[config.mk]
export PLATFORM = sky130hd
export DESIGN_NAME = inst_rom_arbiter
export DESIGN_NICKNAME = d
export VERILOG_FILES = /design/src/rtl/inst_rom_arbiter.sv
export SDC_FILE = /design/constraint.sdc
export NUM_CORES = 1
export LEC_CHECK = 0
export CAP_MARGIN = 20
export CORE_AREA = 2 2 73 127
export CTS_BUF_LIST = sky130_fd_sc_hd__clkbuf_8
export DETAILED_ROUTE_END_ITERATION = 6
export DIE_AREA = 0 0 75 129
export DONT_BUFFER_PORTS = 1
export PLACE_DENSITY = 0.63
export SYNTH_ARGS = -nofsm -noshare
export SYNTH_HDL_FRONTEND = slang
export SYNTH_SLANG_ARGS = --single-unit
[constraint.sdc]
create_clock -name clk -period 3.25 [get_ports clk]
set_input_delay 0.65 -clock clk [delete_from_list [all_inputs] [get_ports clk]]
set_output_delay 0.65 -clock clk [all_outputs]
set_load 0.005 [all_outputs]
[src/rtl/inst_rom_arbiter.sv]
// Two-master arbiter for the instruction-ROM read port.
// Default build: fixed priority to fetch with a starvation guard for the debug
// master. Defining ARB_ROUND_ROBIN_EN alternates masters on contention instead.
module inst_rom_arbiter #(
    parameter int ADDR_W       = 32,
    parameter int DATA_W       = 32,
    parameter int STARVE_LIMIT = 3
) (
    input  logic              clk,
    input  logic              rst,
    input  logic              m0_req,
    input  logic [ADDR_W-1:0] m0_addr,
    output logic              m0_gnt,
    output logic [DATA_W-1:0] m0_rdata,
    output logic              m0_valid,
    output logic              stallreq,
    input  logic              m1_req,
    input  logic [ADDR_W-1:0] m1_addr,
    output logic              m1_gnt,
    output logic [DATA_W-1:0] m1_rdata,
    output logic              m1_valid,
    output logic              rom_ce,
    output logic [ADDR_W-1:0] rom_addr,
    input  logic [DATA_W-1:0] rom_inst
);

    typedef enum logic [1:0] {GNT_NONE, GNT_M0, GNT_M1} gnt_e;

    gnt_e              last_gnt_reg, last_gnt_next;
    logic              pick_m1;
    logic [1:0]        gnt_vec;
    logic [DATA_W-1:0] rdata_reg [2];

`ifdef ARB_ROUND_ROBIN_EN
    // On contention the master that did not win last cycle goes next.
    always_comb pick_m1 = (last_gnt_reg == GNT_M0);
`else
    localparam logic [3:0] LIMIT = 4'(STARVE_LIMIT);
    logic [3:0] starve_cnt_reg, starve_cnt_next;

    always_comb pick_m1 = (starve_cnt_reg >= LIMIT);

    always_comb begin
        starve_cnt_next = 4'd0;
        if (m1_req && !m1_gnt)
            starve_cnt_next = (starve_cnt_reg == 4'hF) ? starve_cnt_reg : starve_cnt_reg + 4'd1;
    end

    always_ff @(posedge clk) begin
        if (rst) starve_cnt_reg <= 4'd0;
        else     starve_cnt_reg <= starve_cnt_next;
    end
`endif

    always_comb begin
        m0_gnt        = m0_req && (!m1_req || !pick_m1);
        m1_gnt        = m1_req && (!m0_req || pick_m1);
        stallreq      = m0_req && !m0_gnt;
        rom_ce        = m0_gnt || m1_gnt;
        rom_addr      = '0;
        last_gnt_next = GNT_NONE;
        if (m0_gnt) begin
            rom_addr      = m0_addr;
            last_gnt_next = GNT_M0;
        end else if (m1_gnt) begin
            rom_addr      = m1_addr;
            last_gnt_next = GNT_M1;
        end
    end

    assign gnt_vec = {m1_gnt, m0_gnt};

    // Reset clears last_gnt, so a grant made during reset never produces a valid.
    always_ff @(posedge clk) begin
        if (rst) last_gnt_reg <= GNT_NONE;
        else     last_gnt_reg <= last_gnt_next;
    end

    generate
        for (genvar gi = 0; gi < 2; gi++) begin : g_capture
            always_ff @(posedge clk) begin
                if (rst)              rdata_reg[gi] <= '0;
                else if (gnt_vec[gi]) rdata_reg[gi] <= rom_inst;
            end
        end
    endgenerate

    assign m0_rdata = rdata_reg[0];
    assign m1_rdata = rdata_reg[1];
    assign m0_valid = (last_gnt_reg == GNT_M0);
    assign m1_valid = (last_gnt_reg == GNT_M1);

endmodule
==> results of run 1 <==
[cells in the mapped netlist, types with 2 or more instances]
| master | instances |
|---|---|
| clkbuf_1 | 16 |
| nor2_1 | 2 |
| o32ai_1 | 32 |
| buf_4 | 3 |
| nor3b_1 | 32 |
| inv_1 | 33 |
| dfxtp_1 | 6 |
| nor2b_1 | 3 |
| edfxtp_1 | 64 |
| nand2_1 | 32 |
| buf_2 | 14 |
| nor4_1 | 2 |
| nor4b_1 | 32 |
[how the worst min path moves through the flow]
stage | slack (ns) | to | depth (start not counted)
floorplan | 0.41 | starve_cnt_reg[0]$_SDFFE_PP0P_ | 1
global placement | 0.41 | starve_cnt_reg[0]$_SDFFE_PP0P_ | 1
detailed placement | 0.43 | starve_cnt_reg[0]$_SDFFE_PP0P_ | 1
CTS | 0.37 | last_gnt_reg[1]$_SDFF_PP0_ | 1
global route | 0.38 | last_gnt_reg[1]$_SDFF_PP0_ | 1
finish | 0.41 | last_gnt_reg[1]$_SDFF_PP0_ | 1
[kinds of logic (layout without fill, tap and decap cells)]
family          after synthesis  in the layout  synth area share (%)
simple gates                109            109                  21.7
flops                        70             70                  60.5
buf+inv                      67             57                  8.30
compound gates               35             35                  9.04
fa+ha+maj                     1              1                 0.370
other cells                   1              2                 0.111
[area by class of cell]
| type | count | area (sq um) |
|---|---|---|
| clock inverters | 5 | 27.5 |
| clock buffers | 11 | 151 |
| fillers | 782 | 4980 |
| multi-input cells | 147 | 1070 |
| inverters | 34 | 128 |
| well taps | 117 | 146 |
| flip-flops and latches | 70 | 2040 |
| repair buffers | 7 | 65.1 |
[metal layers]
| layer | vias to the layer above | global-route usage [%] | share of wire [%] | wire [um] |
|---|---|---|---|---|
| li1 | 1026 | - | - | - |
| met1 | 1064 | 17.2 | 33 | 2730 |
| met2 | 153 | 32.9 | 58 | 4770 |
| met3 | 12 | 3.60 | 6.2 | 514 |
| met4 | 0 | 7.67 | 2.7 | 219 |
| met5 | - | 0 | 0 | 0 |
[worst reg2reg max path: cells and delay by family (launching register included)]
kind	cells	cell delay (ns)
compound gates	1	0.17
simple gates	1	0.40
buf+inv	2	0.66
flops	1	0.32
fa+ha+maj	1	0.25
[where the power goes]
| group | internal, mW | total (mW) | switching, mW | leakage [nW] |
|---|---|---|---|---|
| clock | 0.312 | 0.622 | 0.310 | 0.0939 |
| sequential | 1.05 | 1.09 | 0.0348 | 0.749 |
| combinational | 0.0634 | 0.170 | 0.107 | 0.453 |
[metrics by stage]
stage	std cells	instance area (sq um)	worst slack, ns	total power, mW
floorplan	284	3380	0.349	1.24
global placement	375	3450	0.957	1.28
detailed placement	375	3450	0.897	1.28
CTS	391	3630	0.622	1.90
global route	391	3630	0.524	1.95
finish	391	3630	0.673	1.88
==> impl_summary.log, run 1 <==
[metrics] vias in the first global route: 2205
[metrics] end of the critical path: rom_addr[23]
[metrics] die area: 9680 sq um
[metrics] count of standard-cell rows: 45
[metrics] NumNets Final: 370
[metrics] total overflow reported by the global router: 0
[metrics] most common library cell in the layout ignoring fill and taps: edfxtp_1
[metrics] number of synthesized flops with an enable pin: 64
[metrics] post-CTS setup buffer count: 0
[metrics] Core Footprint: 8610 sq um
[metrics] capturing element type of the critical path: output port
[metrics] Finish-stage setup viols: 0
[metrics] count of pins over their slew limit: 0
[metrics] number of buffers added by the clock tree synthesis step: 9
[metrics] H-Tree Depth: 3
[metrics] worst flop-to-flop path startpoint: starve_cnt_reg[0]$_SDFFE_PP0P_
[metrics] async set or reset register ratio after synthesis: 0%
[metrics] worst reg2reg path depth: 5
[metrics] buffers and inverters on the worst path: 0
[metrics] Area Overhead vs Synth: 7.52%
[metrics] max-cap check violation count: 0
[metrics] worst path cell trace: ha_1 > o31a_2 > o32ai_1
[metrics] biggest area contributors in the synthesized netlist: edfxtp_1 57%, nor4b_1 8.3%, o32ai_1 8.3%
[metrics] hold slack final: 0.405 ns
[metrics] Synth Area per Inst: around 12 sq um
[metrics] Top FF cell, synth: edfxtp_1
[metrics] routability-driven placement congestion ratio: 0.828
[metrics] source of the critical timing path: starve_cnt_reg[0]$_SDFFE_PP0P_
[metrics] source of the worst hold timing path: rst
[metrics] count of vias placed by the detailed router: 2255
[metrics] largest incremental delay on the critical path: 0.72 ns
[metrics] clock insertion delay at the later pin of the skew report: approximately 0.33 ns
[metrics] sequential share of the synthesized area: about 60%
[metrics] CTS sink cnt: 70
[metrics] setup TNS after final layout: 0 ns
[metrics] initial core utilization: 39.2%
[metrics] number of iterations in the first detailed-routing pass: 5
[metrics] most frequent cells in the layout: 64 x edfxtp_1, 35 x inv_1
[metrics] number of register bits inferred by synthesis: 70
[metrics] share of the synthesized area in the top cell type: 56.9%
[metrics] number of nets still failing antenna checks after routing: 0
[metrics] post-synthesis cell type with the largest combined area: edfxtp_1
[metrics] largest net degree at the start of global routing: between 50 and 60
[metrics] clock buffer depth: 2
[metrics] first-pass GRT wire length: 12200 um
[metrics] number of stages on the worst setup path: 3
[metrics] clock tree from TritonCTS: done
[metrics] via density per instance: 5.77
[metrics] gr usage total: between 15 and 20%
[metrics] reg-to-reg critical path endpoint: rdata_reg[0][21]$_SDFFCE_PN0P_
[metrics] Tcrit/Tclk final: 79.3%
[metrics] initial antenna violation count: 0
[metrics] routed wirelength normalized by instance count: 21.0 um
[metrics] CTS hold repair buffers: 0
[metrics] highest ir drop seen on vdd: between 200 and 250 uV
[metrics] unrepaired setup endpoints after global routing: false
[metrics] achievable clock frequency: 388 MHz
[metrics] post-synth cell types: 25
[metrics] number of buffers added on ports: 0
[metrics] CP delay by family, top: compound AO/OA/AOI/OAI gates
[metrics] total of warnings raised by yosys: 0
[metrics] Slew HR: around 34%
[metrics] Worst Clk Skew: 0.00917 ns
[metrics] CP arrival: 1.93 ns
[metrics] worst slew pin tran: 0.982 ns
[metrics] Post-Syn Area: 3380 sq um
[metrics] Hold Violations, Final: 0
[metrics] Resized Gates After CTS: 0
[metrics] CTS Root Cell: clkbuf_8
[metrics] path class of the lowest-slack min-delay path: input pin to register
[metrics] Setup CP Type: register to output port
[metrics] element type at the critical path start: register
[metrics] library cell contributing the largest single delay on the critical path: o31a_2
[metrics] number of flip-flops in the largest register: between 60 and 70
[metrics] clock-pin slew on the worst setup and hold paths: 0.07 ns
[metrics] DRC: 0
[metrics] result of the run: complete, no violations
[metrics] ratio of cells with drive above 1 in the final layout: 9.49%
[metrics] count of mapped cells out of synthesis: 283
[metrics] n_diodes: 0
[metrics] pwr/cell area: 518 nW/um^2
[metrics] data required time of the critical path: 2.60 ns
[metrics] crit-path max FO: 45
[metrics] overall die height: 129 um
[metrics] final core occ: 42.1%
[metrics] starting DRC count in detailed routing: 116
[metrics] post-route minimum period: 2.58 ns
[metrics] Die X: 75 um
[metrics] r2r setup slk: 1.10 ns
[metrics] IO Pins: 202
[metrics] total detailed-routing wirelength: 8230 um
[metrics] cell leakage power: 1.30 nW
[metrics] final HPWL from detailed placement: 5840 um
Note: power is estimated with default switching activity, not from simulation.
==> inputs of run 2 (changes only) <==
--- a/config.mk
+++ b/config.mk
@@ -11,7 +11,7 @@
 export DETAILED_ROUTE_END_ITERATION = 6
 export DIE_AREA = 0 0 75 129
 export DONT_BUFFER_PORTS = 1
-export PLACE_DENSITY = 0.63
+export PLACE_DENSITY = 0.65
 export SYNTH_ARGS = -nofsm -noshare
 export SYNTH_HDL_FRONTEND = slang
 export SYNTH_SLANG_ARGS = --single-unit
==> constraint.sdc (replaced) <==
create_clock -name clk -period 2.1 [get_ports clk]
set_input_delay 0.42 -clock clk [delete_from_list [all_inputs] [get_ports clk]]
set_output_delay 0.42 -clock clk [all_outputs]
set_load 0.005 [all_outputs]
==> run 2 against run 1 <==
Against the previous run:
- the run now ends with setup timing left
- sequential share of layout area down 6.1 points
- setup slack worse by 0.69 ns
- first-iteration DRC count up 40%
- design area up 12%
- sequential power up 54%
- global-route usage up 3.0 points
- cell count up 5.4%
- non-clock buffer count up 22
- worst hold slack worse by 0.23 ns
- critical path type unchanged
==> impl_summary.log, run 2 (synthesized netlist as in run 1, its figures left out) <==
[metrics] DRC: 0
[metrics] most common library cell in the layout ignoring fill and taps: edfxtp_1
[metrics] NumNets Final: 393
[metrics] initial core utilization: 39.2%
[metrics] CTS hold repair buffers: 0
[metrics] initial antenna violation count: 0
[metrics] number of nets still failing antenna checks after routing: 0
[metrics] total overflow reported by the global router: 0
[metrics] IO Pins: 202
[metrics] Worst Clk Skew: about 0.0084 ns
[metrics] Area Overhead vs Synth: 20.9%
[metrics] highest ir drop seen on vdd: 291 uV
[metrics] total detailed-routing wirelength: 9840 um
[metrics] Setup CP Type: register to output port
[metrics] worst path cell trace: ha_4 > nor4b_4 > buf_6 > bufbuf_16 > o32ai_1
[metrics] H-Tree Depth: 3
[metrics] largest incremental delay on the critical path: around 0.33 ns
[metrics] CTS sink cnt: 70
[metrics] crit-path max FO: 11
[metrics] via density per instance: 5.89
[metrics] gr usage total: 20.3%
[metrics] ratio of cells with drive above 1 in the final layout: 21.7%
[metrics] setup TNS after final layout: -0.0943 ns
[metrics] worst slew pin tran: about 0.58 ns
[metrics] r2r setup slk: 0.08 ns
[metrics] CP delay by family, top: buffers and inverters
[metrics] library cell contributing the largest single delay on the critical path: dfxtp_2
[metrics] CTS Root Cell: clkbuf_8
[metrics] pwr/cell area: around 740 nW/um^2
[metrics] count of pins over their slew limit: 0
[metrics] number of iterations in the first detailed-routing pass: 4
[metrics] count of vias placed by the detailed router: 2428
[metrics] combinational power share: approximately an eighth
[metrics] capturing element type of the critical path: output port
[metrics] violated checks: setup timing
[metrics] data required time of the critical path: 1.68 ns
[metrics] final HPWL from detailed placement: 6520 um
[metrics] area of placed instances: 3520 sq um
[metrics] clock tree from TritonCTS: done
[metrics] element type at the critical path start: register
[metrics] routed wirelength normalized by instance count: about 24 um
[metrics] Finish-stage setup viols: 12
[metrics] fraction of power consumed by sequential logic: 55.4%
[metrics] largest net degree at the start of global routing: 39
[metrics] cell leakage power: 1.49 nW
[metrics] Net Sw Frac: roughly a quarter
[metrics] routability-driven placement congestion ratio: 0.862
[metrics] achievable clock frequency: 473 MHz
[metrics] clock insertion delay at the later pin of the skew report: 0.34 ns
[metrics] clock buffer depth: 2
[metrics] worst-case setup margin in the final layout: -0.0143 ns
[metrics] Slew HR: 61.0%
[metrics] buffers and inverters on the worst path: 2
[metrics] hold slack final: 0.173 ns
[metrics] first-pass GRT wire length: 13800 um
[metrics] die area: 9680 sq um
[metrics] number of buffers added by the clock tree synthesis step: 9
[metrics] count of standard-cell rows: 45
[metrics] clock-pin slew on the worst setup and hold paths: about 0.070 ns
[metrics] path class of the lowest-slack min-delay path: input pin to register
[metrics] max-cap check violation count: 0
[metrics] result of the run: finished with violations
[metrics] overall die height: 129 um
[metrics] most frequent cells in the layout: 64 x edfxtp_1, 35 x inv_1, 32 x nand2_1, 32 x nor3b_1, 32 x nor4b_1
[metrics] starting DRC count in detailed routing: 162
[metrics] unrepaired setup endpoints after global routing: true
[metrics] Die X: 75 um
[metrics] post-route total power: 3.04 mW
[metrics] net switching power of the design: 0.723 mW
[metrics] vias in the first global route: 2379
[metrics] Hold Violations, Final: 0
[metrics] post-route minimum period: 2.11 ns
[metrics] number of buffers added on ports: 0
[metrics] number of flip-flops in the largest register: 64
[metrics] Internal Pwr Total: 2.31 mW
[metrics] n_diodes: 0
[metrics] Core Footprint: 8610 sq um
[metrics] final design area excluding fillers: 4080 sq um
[metrics] CP arrival: 1.69 ns
[metrics] Clk pwr share: 32.2%
[metrics] Tcrit/Tclk final: 101%
[run 2: cell types whose count changed in the layout (fill, tap and decap cells not counted), sizes merged]
cell	delta
clkinvlp	-2
bufbuf	+2
buf	+19
clkbuf	-1
bufinv	+1
o21bai	+1
clkinv	+1
[run 2: final cells by class]
type,count,area [sq um]
Fill cell,770,4530
Clock buffer,9,124
Multi-Input combinational cell,148,1240
Tap cell,117,146
Inverter,34,128
Clock inverter,5,45.0
Timing Repair Buffer,29,353
Sequential cell,70,2040
[run 2: layer usage]
metal / part of all wire, % / vias to the layer above / GRT usage (%)
li1: - / 1073 / -
met1: 36 / 1174 / 22.7
met2: 54 / 167 / 35.6
met3: 7.2 / 14 / 4.78
met4: 2.6 / 0 / 8.82
met5: 0 / - / 0
[run 2: worst paths after layout]
path	startpoint	to	cells after the start
min	rst	last_gnt_reg[1]$_SDFF_PP0_	1
max reg2reg	starve_cnt_reg[0]$_SDFFE_PP0P_	rdata_reg[0][0]$_SDFFCE_PN0P_	7
min reg2reg	starve_cnt_reg[0]$_SDFFE_PP0P_	starve_cnt_reg[0]$_SDFFE_PP0P_	1
max	starve_cnt_reg[0]$_SDFFE_PP0P_	rom_addr[12]	5
[run 2: what timing repair did]
item / in CTS / in global routing
setup endpoints to repair: 34 / 83
cloned: 3 / 2
setup buffers: 9 / 1
resized for setup: 20 / 16
pin swaps: 2 / 2
[run 2: per-stage QoR]
stage | worst slack (ns) | cells | utilization [%]
final | -0.0143 | 412 | 47.4
after global routing | -0.0751 | 412 | 47.4
after CTS | -0.124 | 409 | 45.9
after detailed placement | 0.200 | 383 | 40.9
after global placement | 0.241 | 383 | 40.9
after floorplan | 0.00599 | 284 | -
[run 2: power by group through the flow]
stage	combinational (mW)	sequential [mW]	clock [mW]
3_5_place_dp	0.292	1.72	0
3_3_place_gp	0.285	1.72	0
2_1_floorplan	0.231	1.69	0
4_1_cts	0.348	1.69	1.01
6_report	0.376	1.68	0.978
5_1_grt	0.406	1.70	1.06
==> inputs of run 3 (changes only) <==
--- a/config.mk
+++ b/config.mk
@@ -7,7 +7,7 @@
 export LEC_CHECK = 0
 export CAP_MARGIN = 20
 export CORE_AREA = 2 2 73 127
-export CTS_BUF_LIST = sky130_fd_sc_hd__clkbuf_8
+export CTS_BUF_LIST = sky130_fd_sc_hd__clkbuf_2
 export DETAILED_ROUTE_END_ITERATION = 6
 export DIE_AREA = 0 0 75 129
 export DONT_BUFFER_PORTS = 1
==> run 3 against run 2 <==
Against the previous run:
- the run still ends with setup timing left
- combinational power is 9.3% higher
- setup slack worse by 0.10 ns
- power is 7.8% lower
- design area is 1.5% higher
- sequential cell count stayed put
- global-route usage is 0.14 points higher
- clock power is 28% lower
- largest cell class unchanged
==> impl_summary.log, run 3 (synthesized netlist as in run 1, its figures left out) <==
[metrics] ratio of cells with drive above 1 in the final layout: 25.5%
[metrics] number of nets still failing antenna checks after routing: 0
[metrics] NumNets Final: 396
[metrics] Cell Count Post-Placement: 383
[metrics] post-route met1 wirelength: 3550 um
[metrics] combinational power share: 14.7%
[metrics] CP arrival: approximately 1.8 ns
[metrics] count of vias placed by the detailed router: 2455
[metrics] first-pass GRT wire length: 14000 um
[metrics] worst reg2reg path depth: 6
[metrics] pwr/cell area: 676 nW/um^2
[metrics] cell leakage power: around 1.5 nW
[metrics] number of iterations in the first detailed-routing pass: 4
[metrics] Clk pwr share: approximately 25%
[metrics] largest net degree at the start of global routing: 39
[metrics] count of pins over their slew limit: 0
[metrics] worst flop-to-flop path startpoint: starve_cnt_reg[0]$_SDFFE_PP0P_
[metrics] most common library cell in the layout ignoring fill and taps: edfxtp_1
[metrics] Fill cells: 774
[metrics] Setup CP Type: register to output port
[metrics] clock insertion delay at the later pin of the skew report: 0.50 ns
[metrics] max-cap check violation count: 0
[metrics] Internal Pwr Total: 2.08 mW
[metrics] clock buffer depth: 2
[metrics] worst path cell trace: ha_4 > nor4b_4 > buf_6 > buf_12 > o32ai_1 > buf_4
[metrics] library cell contributing the largest single delay on the critical path: dfxtp_2
[metrics] worst-case setup margin in the final layout: -0.116 ns
[metrics] clock-pin slew on the worst setup and hold paths: 0.17 ns
[metrics] overall die height: 129 um
[metrics] Finish-stage setup viols: 39
[metrics] result of the run: finished with violations
[metrics] starting DRC count in detailed routing: 155
[metrics] routability-driven placement congestion ratio: 0.862
[metrics] routed wire length on met3: 682 um
[metrics] initial core utilization: approximately two fifths
[metrics] area of the multi-input gates: 1350 sq um
[metrics] crit-path max FO: 6
[metrics] DRC: 0
[metrics] initial antenna violation count: 1
[metrics] final HPWL from detailed placement: approximately 6500 um
[metrics] worst slew pin tran: 1.00 ns
[metrics] number of flip-flops in the largest register: 64
[metrics] Worst Clk Skew: 0.0228 ns
[metrics] number of buffers added by the clock tree synthesis step: 9
[metrics] Hold Crit Endpoint: rdata_reg[1][6]$_SDFFCE_PN0P_
[metrics] capturing element type of the critical path: output port
[metrics] Hold Violations, Final: 0
[metrics] reg-to-reg critical path endpoint: rdata_reg[1][5]$_SDFFCE_PN0P_
[metrics] data required time of the critical path: approximately 1.7 ns
[metrics] unrepaired setup endpoints after global routing: true
[metrics] violated checks: setup timing
[metrics] setup TNS after final layout: -2.78 ns
[metrics] achievable clock frequency: 451 MHz
[metrics] vias in the first global route: 2420
[metrics] gr usage total: roughly a fifth
[metrics] Core Footprint: 8610 sq um
[metrics] DR WL met2: between 5000 and 6000 um
[metrics] source of the worst hold timing path: rst
[metrics] CTS Root Cell: clkbuf_2
[metrics] buffers and inverters on the worst path: 3
[metrics] via density per instance: about 6
[metrics] clock tree from TritonCTS: done
[metrics] H-Tree Depth: 3
[metrics] net switching power of the design: 0.720 mW
[metrics] post-route minimum period: 2.22 ns
[metrics] Area Overhead vs Synth: 22.6%
[metrics] largest incremental delay on the critical path: ~0.37 ns
[metrics] routed wirelength normalized by instance count: 23.9 um
[metrics] CTS sink cnt: 70
[metrics] element type at the critical path start: register
[metrics] die area: 9680 sq um
[metrics] top layer reached by signal wires: met4
[metrics] count of placed standard cells in the final layout, fillers left out: 416
[metrics] number of buffers added on ports: 0
[metrics] IO Pins: 202
[metrics] CP delay by family, top: buffers and inverters
[metrics] highest ir drop seen on vdd: 283 uV
[metrics] fraction of power consumed by sequential logic: 60.1%
[metrics] total detailed-routing wirelength: just under 10000 um
[metrics] path class of the lowest-slack min-delay path: input pin to register
[metrics] count of standard-cell rows: 45
[metrics] most frequent cells in the layout: 64 x edfxtp_1, 33 x inv_1, 32 x nand2_1, 32 x nor3b_1, 32 x nor4b_1
[metrics] Hold Crit Depth: 1
[metrics] Tcrit/Tclk final: 106%
[metrics] Net Sw Frac: around a quarter
[metrics] total overflow reported by the global router: 0
[metrics] Die X: about 75 um
[metrics] r2r setup slk: -0.08 ns
[metrics] register cell area after layout: just over 2000 sq um
[metrics] Slew HR: 33.2%
run 3: changes by cell type in the layout (fill, tap and decap cells not counted), sizes merged:
cell         before  now
buf              26   30
bufbuf            2    0
clkbuf           10   12
diode             0    1
dlygate4sd3       0    1
inv              36   34
run 3: worst max path at each step:
stage | start | to | slack, ns | cells after the start
4_1_cts | starve_cnt_reg[0]$_SDFFE_PP0P_ | rom_addr[8] | -0.23 | 6
3_5_place_dp | starve_cnt_reg[0]$_SDFFE_PP0P_ | rdata_reg[0][27]$_SDFFCE_PN0P_ | 0.20 | 5
2_1_floorplan | starve_cnt_reg[0]$_SDFFE_PP0P_ | rdata_reg[0][0]$_SDFFCE_PN0P_ | 0.006 | 4
6_report | starve_cnt_reg[0]$_SDFFE_PP0P_ | rom_addr[7] | -0.12 | 6
5_1_grt | starve_cnt_reg[0]$_SDFFE_PP0P_ | rom_addr[7] | -0.24 | 6
3_3_place_gp | starve_cnt_reg[0]$_SDFFE_PP0P_ | rom_addr[1] | 0.24 | 4
run 3: cell type report:
cell class              instances  area share, %
multi-input cells             148           32.5
clock buffers                  11           1.33
repair buffers                 32           9.24
diodes                          1         0.0604
flip-flops and latches         70           49.4
inverters                      34           3.08
well taps                     117           3.53
clock inverters                 3          0.906
run 3: per-layer routing:
| layer | global-route usage (%) | up-vias |
|---|---|---|
| met2 | 34.7 | 160 |
| met5 | 0 | - |
| li1 | - | 1083 |
| met1 | 23.1 | 1190 |
| met3 | 5.40 | 22 |
| met4 | 9.87 | 0 |
run 3: metrics by stage:
step	worst slack, ns	cell area (sq um)	hold slack (ns)	utilization, %	power (mW)
after global placement	0.241	3520	0.411	40.9	2.00
after detailed placement	0.200	3520	0.426	40.9	2.01
final	-0.116	4140	0.0955	48.1	2.80
after global routing	-0.238	4140	0.00907	48.1	2.93
after CTS	-0.232	4070	0.0218	47.2	2.82
after floorplan	0.00599	3380	0.405	-	1.93
run 3: worst register-to-register path, stage by stage (launching register included):
cell      delay, ns
dfxtp_2        0.38
ha_4           0.16
nor4b_4        0.05
buf_6          0.15
buf_4          0.16
buf_4          0.15
o21bai_2       0.79
run 3: timing repair:
action | 4_1_cts | 5_1_grt
endpoints found under the setup margin | 35 | 67
gates cloned | 4 | 2
hold buffers | 1 | 0
pin swaps | 3 | 3
resized for setup | 38 | 7
hold endpoints to repair | 1 | 0
setup buffers | 11 | 2
run 3: power by group through the flow:
stage          Clock (mW)  Combinational [mW]  Sequential [mW]
3_5_place_dp            0               0.292             1.72
4_1_cts             0.738               0.392             1.69
6_report            0.706               0.411             1.68
3_3_place_gp            0               0.285             1.72
2_1_floorplan           0               0.231             1.69
5_1_grt             0.790               0.445             1.70
